[src/rtl/ps2_frame_tx.sv]
// ps2_frame_tx: PS/2 device-to-host frame transmitter fed by a scan-code FIFO.
// Each byte is sent as start(0), 8 data bits LSB first, odd parity, stop(1).
// Optional feature macro: PS2_FRAME_TX_PARITY_ERR_INJECT_EN adds input
// inject_parity_err, which inverts the parity bit of the frame popped with it.
module ps2_frame_tx #(
  parameter int unsigned HALF_PERIOD_CYCLES = 2000,
  parameter int unsigned GAP_CYCLES         = 32000,
  parameter int unsigned FIFO_DEPTH         = 4
) (
  input  logic       clk,
  input  logic       rst,
  input  logic [7:0] tx_data,
  input  logic       tx_valid,
  output logic       tx_ready,
  input  logic       inhibit,
`ifdef PS2_FRAME_TX_PARITY_ERR_INJECT_EN
  input  logic       inject_parity_err,
`endif
  output logic       ps2_clk_o,
  output logic       ps2_data_o,
  output logic       busy,
  output logic       frame_done_strb,
  output logic       abort_strb
);

  localparam int unsigned PTR_W     = $clog2(FIFO_DEPTH);
  localparam int unsigned OCC_W     = PTR_W + 1;
  localparam int unsigned CNT_MAX   = (HALF_PERIOD_CYCLES > GAP_CYCLES) ? HALF_PERIOD_CYCLES : GAP_CYCLES;
  localparam int unsigned CNT_W     = $clog2(CNT_MAX + 1);
  localparam int unsigned HALF_LAST = HALF_PERIOD_CYCLES - 1;
  localparam int unsigned GAP_LAST  = (GAP_CYCLES > 0) ? GAP_CYCLES - 1 : 0;
  localparam logic [3:0]  LAST_IDX  = 4'd10;
  localparam logic [3:0]  PAR_IDX   = 4'd9;

  typedef enum logic [2:0] {
    S_IDLE,
    S_BIT_HIGH,
    S_BIT_LOW,
    S_GAP,
    S_HOLD
  } state_t;

  state_t             r_state, w_state_nxt;
  logic [CNT_W-1:0]   r_cnt, w_cnt_nxt;
  logic [3:0]         r_idx, w_idx_nxt;
  logic               r_retx, w_retx_nxt;
  logic [7:0]         r_byte;
  logic               r_par;
  logic               w_start, w_pop, w_push;
  logic               w_done_evt, w_abort_evt;
  logic               r_done_evt, r_abort_evt;
  logic               w_half_end, w_gap_end, w_abortable;
  logic               w_frame_bit, w_inj;

  logic [7:0]         r_mem [FIFO_DEPTH];
  logic [PTR_W-1:0]   r_wr_ptr, r_rd_ptr;
  logic [OCC_W-1:0]   r_count, w_count_nxt;
  logic               w_fifo_nempty;

  logic               r_tx_ready, r_ps2_clk, r_ps2_data, r_busy;
  logic               r_frame_done, r_abort;

`ifdef PS2_FRAME_TX_PARITY_ERR_INJECT_EN
  assign w_inj = inject_parity_err;
`else
  assign w_inj = 1'b0;
`endif

  assign w_push        = tx_valid && r_tx_ready;
  assign w_fifo_nempty = (r_count != '0);
  assign w_half_end    = (r_cnt == CNT_W'(HALF_LAST));
  assign w_gap_end     = (r_cnt == CNT_W'(GAP_LAST));
  assign w_abortable   = inhibit && (r_idx <= PAR_IDX);
  assign w_pop         = w_start && !r_retx;

  // FIFO occupancy next value
  always_comb begin
    w_count_nxt = r_count;
    case ({w_push, w_pop})
      2'b10:   w_count_nxt = r_count + OCC_W'(1);
      2'b01:   w_count_nxt = r_count - OCC_W'(1);
      default: w_count_nxt = r_count;
    endcase
  end

  // FIFO pointers, occupancy and ready flag
  always_ff @(posedge clk) begin
    if (rst) begin
      r_wr_ptr   <= '0;
      r_rd_ptr   <= '0;
      r_count    <= '0;
      r_tx_ready <= 1'b1;
    end else begin
      if (w_push) r_wr_ptr <= r_wr_ptr + PTR_W'(1);
      if (w_pop)  r_rd_ptr <= r_rd_ptr + PTR_W'(1);
      r_count    <= w_count_nxt;
      r_tx_ready <= (w_count_nxt != OCC_W'(FIFO_DEPTH));
    end
  end

  // FIFO storage (no reset needed, gated by occupancy)
  always_ff @(posedge clk) begin
    if (w_push) r_mem[r_wr_ptr] <= tx_data;
  end

  // Frame byte and parity; both survive an abort for the retransmit
  always_ff @(posedge clk) begin
    if (rst) begin
      r_byte <= '0;
      r_par  <= 1'b0;
    end else if (w_pop) begin
      r_byte <= r_mem[r_rd_ptr];
      r_par  <= (~^r_mem[r_rd_ptr]) ^ w_inj;
    end
  end

  // Select the frame bit addressed by the bit index
  always_comb begin
    w_frame_bit = 1'b1;
    if (r_idx == 4'd0)       w_frame_bit = 1'b0;
    else if (r_idx <= 4'd8)  w_frame_bit = r_byte[3'(r_idx - 4'd1)];
    else if (r_idx == PAR_IDX) w_frame_bit = r_par;
  end

  // FSM state, phase counter, bit index and retransmit flag
  always_ff @(posedge clk) begin
    if (rst) begin
      r_state <= S_IDLE;
      r_cnt   <= '0;
      r_idx   <= '0;
      r_retx  <= 1'b0;
    end else begin
      r_state <= w_state_nxt;
      r_cnt   <= w_cnt_nxt;
      r_idx   <= w_idx_nxt;
      r_retx  <= w_retx_nxt;
    end
  end

  // FSM next-state logic
  always_comb begin
    w_state_nxt = r_state;
    w_cnt_nxt   = r_cnt + CNT_W'(1);
    w_idx_nxt   = r_idx;
    w_retx_nxt  = r_retx;
    w_start     = 1'b0;
    w_done_evt  = 1'b0;
    w_abort_evt = 1'b0;
    case (r_state)
      S_IDLE: begin
        w_cnt_nxt = '0;
        if (!inhibit && (r_retx || w_fifo_nempty)) begin
          w_start     = 1'b1;
          w_retx_nxt  = 1'b0;
          w_idx_nxt   = '0;
          w_state_nxt = S_BIT_HIGH;
        end
      end
      S_BIT_HIGH: begin
        if (w_abortable) begin
          w_abort_evt = 1'b1;
          w_retx_nxt  = 1'b1;
          w_cnt_nxt   = '0;
          w_state_nxt = S_HOLD;
        end else if (w_half_end) begin
          w_cnt_nxt   = '0;
          w_state_nxt = S_BIT_LOW;
        end
      end
      S_BIT_LOW: begin
        if (w_abortable) begin
          w_abort_evt = 1'b1;
          w_retx_nxt  = 1'b1;
          w_cnt_nxt   = '0;
          w_state_nxt = S_HOLD;
        end else if (w_half_end) begin
          w_cnt_nxt = '0;
          if (r_idx < LAST_IDX) begin
            w_idx_nxt   = r_idx + 4'd1;
            w_state_nxt = S_BIT_HIGH;
          end else begin
            w_done_evt  = 1'b1;
            w_state_nxt = S_GAP;
          end
        end
      end
      S_GAP: begin
        if (w_gap_end) begin
          w_cnt_nxt   = '0;
          w_state_nxt = S_IDLE;
        end
      end
      S_HOLD: begin
        w_cnt_nxt = '0;
        if (!inhibit) w_state_nxt = S_GAP;
      end
      default: begin
        w_cnt_nxt   = '0;
        w_state_nxt = S_IDLE;
      end
    endcase
  end

  // Registered outputs decoded from the current state; strobes delayed to line up
  always_ff @(posedge clk) begin
    if (rst) begin
      r_ps2_clk    <= 1'b1;
      r_ps2_data   <= 1'b1;
      r_busy       <= 1'b0;
      r_done_evt   <= 1'b0;
      r_abort_evt  <= 1'b0;
      r_frame_done <= 1'b0;
      r_abort      <= 1'b0;
    end else begin
      r_ps2_clk    <= (r_state != S_BIT_LOW);
      r_ps2_data   <= ((r_state == S_BIT_HIGH) || (r_state == S_BIT_LOW)) ? w_frame_bit : 1'b1;
      r_busy       <= (r_state != S_IDLE);
      r_done_evt   <= w_done_evt;
      r_abort_evt  <= w_abort_evt;
      r_frame_done <= r_done_evt;
      r_abort      <= r_abort_evt;
    end
  end

  assign tx_ready        = r_tx_ready;
  assign ps2_clk_o       = r_ps2_clk;
  assign ps2_data_o      = r_ps2_data;
  assign busy            = r_busy;
  assign frame_done_strb = r_frame_done;
  assign abort_strb      = r_abort;

endmodule

[config.mk]
export PLATFORM = sky130hd
export DESIGN_NAME = ps2_frame_tx
export DESIGN_NICKNAME = d
export VERILOG_FILES = /design/src/rtl/ps2_frame_tx.sv
export SDC_FILE = /design/constraint.sdc
export NUM_CORES = 1
export LEC_CHECK = 0
export ABC_AREA = 1
export CORE_ASPECT_RATIO = 1.5
export CORE_MARGIN = 2
export CORE_UTILIZATION = 46
export DETAILED_ROUTE_END_ITERATION = 6
export DONT_BUFFER_PORTS = 1
export PLACE_DENSITY = 0.67
export SLEW_MARGIN = 5
export SYNTH_ARGS = -nofsm -noshare
export SYNTH_HDL_FRONTEND = slang
export SYNTH_SLANG_ARGS = --single-unit
[constraint.sdc]
create_clock -name clk -period 3 [get_ports clk]
set_input_delay 0.6 -clock clk [delete_from_list [all_inputs] [get_ports clk]]
set_output_delay 0.6 -clock clk [all_outputs]
set_load 0.02 [all_outputs]
==> results.txt <==
Commonest cells after routing, fill and taps aside -> nand2_1, inv_1, dfxtp_1, nor2_1
Worst Path Required -> 3.21 ns
Vias in the first global route -> 2643
Most common cell after layout, fill and taps aside -> nand2_1
Synth Cell Area -> 0.003834 mm²
Pwr Density -> 862.9 mW/mm²
Min cycle time layout -> 2.257 ns
Dominant synthesized flop cell -> dfxtp_1
Largest stage delay on the critical path -> 0.40 ns
DRT Wirelength -> 6.920 mm
Worst min path class -> in -> reg
Largest net degree at the start of global routing -> 24
First-pass DRT Iterations -> 4
Outcome -> finished clean
Critical-path top delay cell -> fa_1
CTS tree -> done
Vias -> 2749
Drt drc -> 0
Number of max-cap violations -> 0
Die area -> 0.009095 mm²
Slew Limit Fails -> 0
Top cell family by delay on the critical path -> compound AO/OA/AOI/OAI gates
Reg2reg start -> r_state[0]$_SDFFE_PP0P_
Peak supply drop -> 0.4104 mV
Crit share post-route -> 0.7523
Clock sinks -> 81
CP Launch Point -> r_state[0]$_SDFFE_PP0P_
Mean routed wirelength per cell -> 12.27 µm
Sequential area share after synthesis -> 0.5065
Finished Layout Cells -> 564
Layout cells sized above 1 -> 0.09804
Avg Cell Area, Syn -> 8.482 µm²
RSZ-0062 raised after global routing -> no
Asr flop ratio synth -> 0
Drt initial violations -> 148
Initial Util -> 0.4758
Crit path max fanout -> 5
Global-route wire length before repair -> 11.66 mm
Achievable Freq -> 0.4431 GHz
Hold Violations, Final -> 0
CP Data Arrival Time -> 2.47 ns
Leakage -> 0.001712 µW
Setup bufs post-CTS -> 0
Cells after DPL -> 548
Final setup vio count -> 0
Clock H-tree levels -> 3
Synth Instances -> 452
Worst slew pin tran -> 0.7810 ns
Worst reg-to-reg path cell count -> 12
Hold slack -> 0.3279 ns
Global Route Usage Sum -> 0.1693
DPL Wire Length -> 4.922 mm
Core area -> 0.008058 mm²
Final #Nets -> 476
Clk slew on worst S/H paths -> 0.05 ns
CP Depth -> 12
Layout Skew -> 0.005146 ns
Root Driver -> clkbuf_16
Relative slew slack -> 0.4774
Post-layout util -> 0.5189
RR Endpoint -> tx_ready$_SDFF_PP1_
Clk_lat worst skew -> 0.33 ns
Hold-fix buffers, CTS -> 0
Setup TNS -> 0 ns
Clock buffer depth -> 2
GPL Wtd Cong -> 0.8207
Post-synth EDFFs -> 32
Crit-path cells -> inv_1 -> nand2_2 -> nor2_4 -> nand2_4 -> nor2_4 -> ha_1 -> inv_1 -> fa_1 -> o21ai_0 -> o21ai_0 -> a21oi_1 -> nand3_1
# diodes -> 0
Num ports -> 18
Die H -> 115.8 µm
CTS Buf Count -> 9
Crit. End Element -> flop
Crit path buffers/inverters -> 2
Antenna viol nets, final -> 0
I/O Buffers -> 0
Synth-to-Final Area Change -> 9.073%
Syn Nets -> 474
Initial antenna violation count -> 0
Die Width -> 78.54 µm
Critical Path End -> tx_ready$_SDFF_PP1_
Post-CTS sizing -> 0
Setup CP Type -> reg -> reg
Row count -> 40
Global route total overflow -> 0
Vias/cell -> 4.874
Number of synthesis warnings -> 0
Distinct cells, synth -> 40
Worst reg-to-reg setup slack -> 0.74 ns
Register bit total from synthesis -> 81
Worst setup SP type -> flop
-- routing by layer --
layer  wire [µm]  track usage  vias to the layer above
li1            -            -                     1467
met1        2796       0.1801                     1239
met2        3644       0.2997                       32
met3         291      0.05140                       11
met4         188      0.08889                        0
met5           0            0                        -
-- worst min path at each step --
stage	from	endpoint	slack, ns	cells past startpoint
final	rst	r_state[1]$_SDFFE_PP0P_	0.33	1
after global routing	rst	r_state[1]$_SDFFE_PP0P_	0.31	1
after CTS	rst	r_state[1]$_SDFFE_PP0P_	0.32	1
after detailed placement	r_abort_evt$_SDFF_PP0_	abort_strb$_SDFF_PP0_	0.39	2
after global placement	r_abort_evt$_SDFF_PP0_	abort_strb$_SDFF_PP0_	0.39	2
after floorplan	r_abort_evt$_SDFF_PP0_	abort_strb$_SDFF_PP0_	0.39	2
-- area by class of cell --
cell class | instances | area [µm²]
clock buffer | 12 | 246.5
tap | 105 | 131.4
sequential | 81 | 1942
multi-input combinational | 305 | 1598
timing repair buffer | 1 | 7.507
inverter | 56 | 212.7
fill | 754 | 3876
clock inverter | 4 | 43.79
-- registers in the layout, indices dropped and copies added (netlist names), named ones only --
signal and count:
ps2_data_o 1, r_done_evt 1, ps2_clk_o 1, r_rd_ptr 2
r_par 1, r_count 3, tx_ready 1, r_state 3
r_wr_ptr 2, r_cnt 15, r_mem 32, r_abort_evt 1
r_byte 8, r_idx 4, frame_done_strb 1, abort_strb 1
busy 1, r_retx 1
-- where the power goes --
part / switching (µW) / internal, µW
Clock: 398 / 661
Combinational: 715 / 380
Sequential: 141 / 1310
-- worst register-to-register path: cells and delay by family, from the launching register on --
family                   cells  cell delay [ns]
flip-flops                   1             0.32
adder cells (fa/ha/maj)      2             0.54
AO/OA/AOI/OAI                3             0.56
buffers and inverters        2             0.18
AND/OR/NAND/NOR              5             0.54
-- Yosys cell counts, drive strengths merged, types with 3 or more instances --
cell type,number,share of area
o21a,3,0.0059
xor2,7,0.016
nor3,6,0.011
o211ai,3,0.0059
buf,9,0.020
dfxtp,49,0.26
nand3,34,0.047
nor2,45,0.058
o21ai,20,0.026
inv,55,0.055
edfxtp,32,0.25
nand2,132,0.14
a21oi,29,0.042
nand4,5,0.0082
ha,9,0.029
-- stage by stage --
stage	instance area, µm²	total power, µW	worst slack (ns)
after floorplan	3834	2375	0.6531
after CTS	4182	3646	0.7710
final	4182	3608	0.7430
after detailed placement	3891	2575	0.6450
after global routing	4182	3895	0.5201
after global placement	3891	2538	0.7828
-- kinds of logic (layout without fill, tap and decap cells) --
group,count (synthesis),in the layout,synth area share
buf+inv,66,73,0.07669
xor+xnor,9,9,0.02056
simple gates,228,228,0.2764
compound gates,58,58,0.08519
flops,81,81,0.5065
fa+ha+maj,10,10,0.03460
Power figures use the tool's default switching activity.
==> RTL change (config.mk and constraints unchanged) <==
Change the parameter `GAP_CYCLES` from 32000 to 16000.
--- a/src/rtl/ps2_frame_tx.sv
+++ b/src/rtl/ps2_frame_tx.sv
@@ -4,7 +4,7 @@
 // inject_parity_err, which inverts the parity bit of the frame popped with it.
 module ps2_frame_tx #(
   parameter int unsigned HALF_PERIOD_CYCLES = 2000,
-  parameter int unsigned GAP_CYCLES         = 32000,
+  parameter int unsigned GAP_CYCLES         = 16000,
   parameter int unsigned FIFO_DEPTH         = 4
 ) (
   input  logic       clk,
Behaviour: no difference found for any inputs over 10 cycles, from zero or initial values and one cycle with rst high; that may be too few to reach the edited logic, so the function may still have changed.
==> RTL change against the original RTL <==
Clock skew up 0.00071 ns. Final area increased by 0.69%. Via count increased by 7.4%. Wire length is 7.2% higher. Sequential cell count shrank 1. Area after synthesis rose by 0.49%. Non-clock buffer count grew 2. Worst setup slack improved by 0.011 ns. Total power shrank 1.6%. Largest power group unchanged. Highest routed layer unchanged.
==> RTL change: results (changes against the original RTL) <==
run_status:
  status: "finished clean"
synthesis:
  synth_cell_types: 39  # -2.5%
  synth-seq-cells: 80  # -1.2%
  synthTopCellsByArea: "dfxtp_1 (25%), edfxtp_1 (25%), nand2_1 (14%), inv_1 (5.5%), nor2_1 (3.8%)"
  seq_area_frac_synth_pct: 49.89  # -0.77 points
  syn_area_per_cell_um2: 8.128  # -4.2%
  syn_area_um2: 3852  # +0.49%
  async_reset_ff_share_pct: 0  # unchanged
placed_design:
  dp_slack_ns: 0.5966  # -0.04834 ns
  dp_hpwl_um: 5348  # +8.7%
  gp_congestion: 0.8685  # +5.8%
  post-place-cells: 572  # +4.4%
detailed_routing:
  wl_met1_um: 2985  # +6.8%
  drt_iter0_drc: 179  # +21%
  wl_per_cell_um: 12.61  # +2.8%
  drt-total-wl_um: 7415  # +7.2%
  dr_wl_met2_um: 3848  # +5.6%
  drt-vias-per-instance: 5.022  # +3.0%
cells_and_area:
  multi_input_area_share_pct: 38.72  # +0.51 points
  nNetsFinal: 500  # +5.0%
  nonClkBufAreaFrac_pct: 0.5349  # +0.36 points
  sh_seq_area_pct: 45.65  # -0.79 points
  n_all_buffers: 3  # +2
  non_clock_inverter_count: 58  # +3.6%
  multiInputGateArea_um2: 1630  # +2.0%
  multi_input_cells: 326  # +6.9%
  largestRegisters: "r_mem x32, r_cnt x14, r_byte x8"
  drive_above_1_share_pct: 8.282  # -1.5 points
  fill_cells: 743  # -1.5%
  clock_area_share_pct: 6.746  # -0.20 points
  final.clkbuf_count: 11  # -1
power_and_ir_drop:
  vdd_ir_drop_max_uv: 383.1  # -6.7%
  p_leak_uw: 0.001731  # +1.1%
  swShare_pct: 35.81  # +1.0 points
timing:
  timing.slew.headroom_pct: 42.94  # -4.8 points
  hold_ws_ns: 0.3260  # -0.001909 ns
  worst_slack_ns: 0.7544  # +0.01136 ns
worst_setup_path:
  path_max_fanout: 6  # +1
  cp_top_family: "simple AND/OR/NAND/NOR gates"
  timing.rr.start: "r_state[1]"
  reg2reg_to: "tx_ready"
global_routing:
  met2_usage_pct: 33.05  # +3.1 points
  grt_pass1_vias: 3018  # +14%
  grt_use_met3_pct: 5.374  # +0.23 points
  use_met1_pct: 17.44  # -0.57 points
  grt_start_max_net_pins: 19  # -21%
  grt_usage_pct: 17.96  # +1.0 points
  grt_pass1_wl_um: 12630  # +8.3%
[RTL change: cell count changes after synthesis, sizes merged, moves of 3 or more]
cell,change
a21oi,-5
nand2,+14
nor3,+5
inv,+3
o21ai,+8
nand3,-4
o21a,-3
nor2,+5
[RTL change: power groups by stage]
stage	Combinational [uW]	Clock (uW)	Sequential (uW)
after global placement	1070	0	1440
after detailed placement	1110	0	1440
after global routing	1290	1090	1440
after floorplan	937	0	1400
after CTS	1120	1040	1420
final	1110	1020	1420
[RTL change: worst max path at each step]
stage | endpoint
after detailed placement | tx_ready
final | tx_ready
after CTS | tx_ready
after global placement | tx_ready
after floorplan | tx_ready
after global routing | tx_ready
[RTL change: cells by family after synthesis]
kind of cell             count (synthesis)  synth area share [%]
adder cells (fa/ha/maj)                 10                 3.443
XOR/XNOR                                 9                 2.046
buffers and inverters                   68                 7.795
AO/OA/AOI/OAI                           57                 8.087
flip-flops                              80                 49.89
AND/OR/NAND/NOR                        250                 28.74
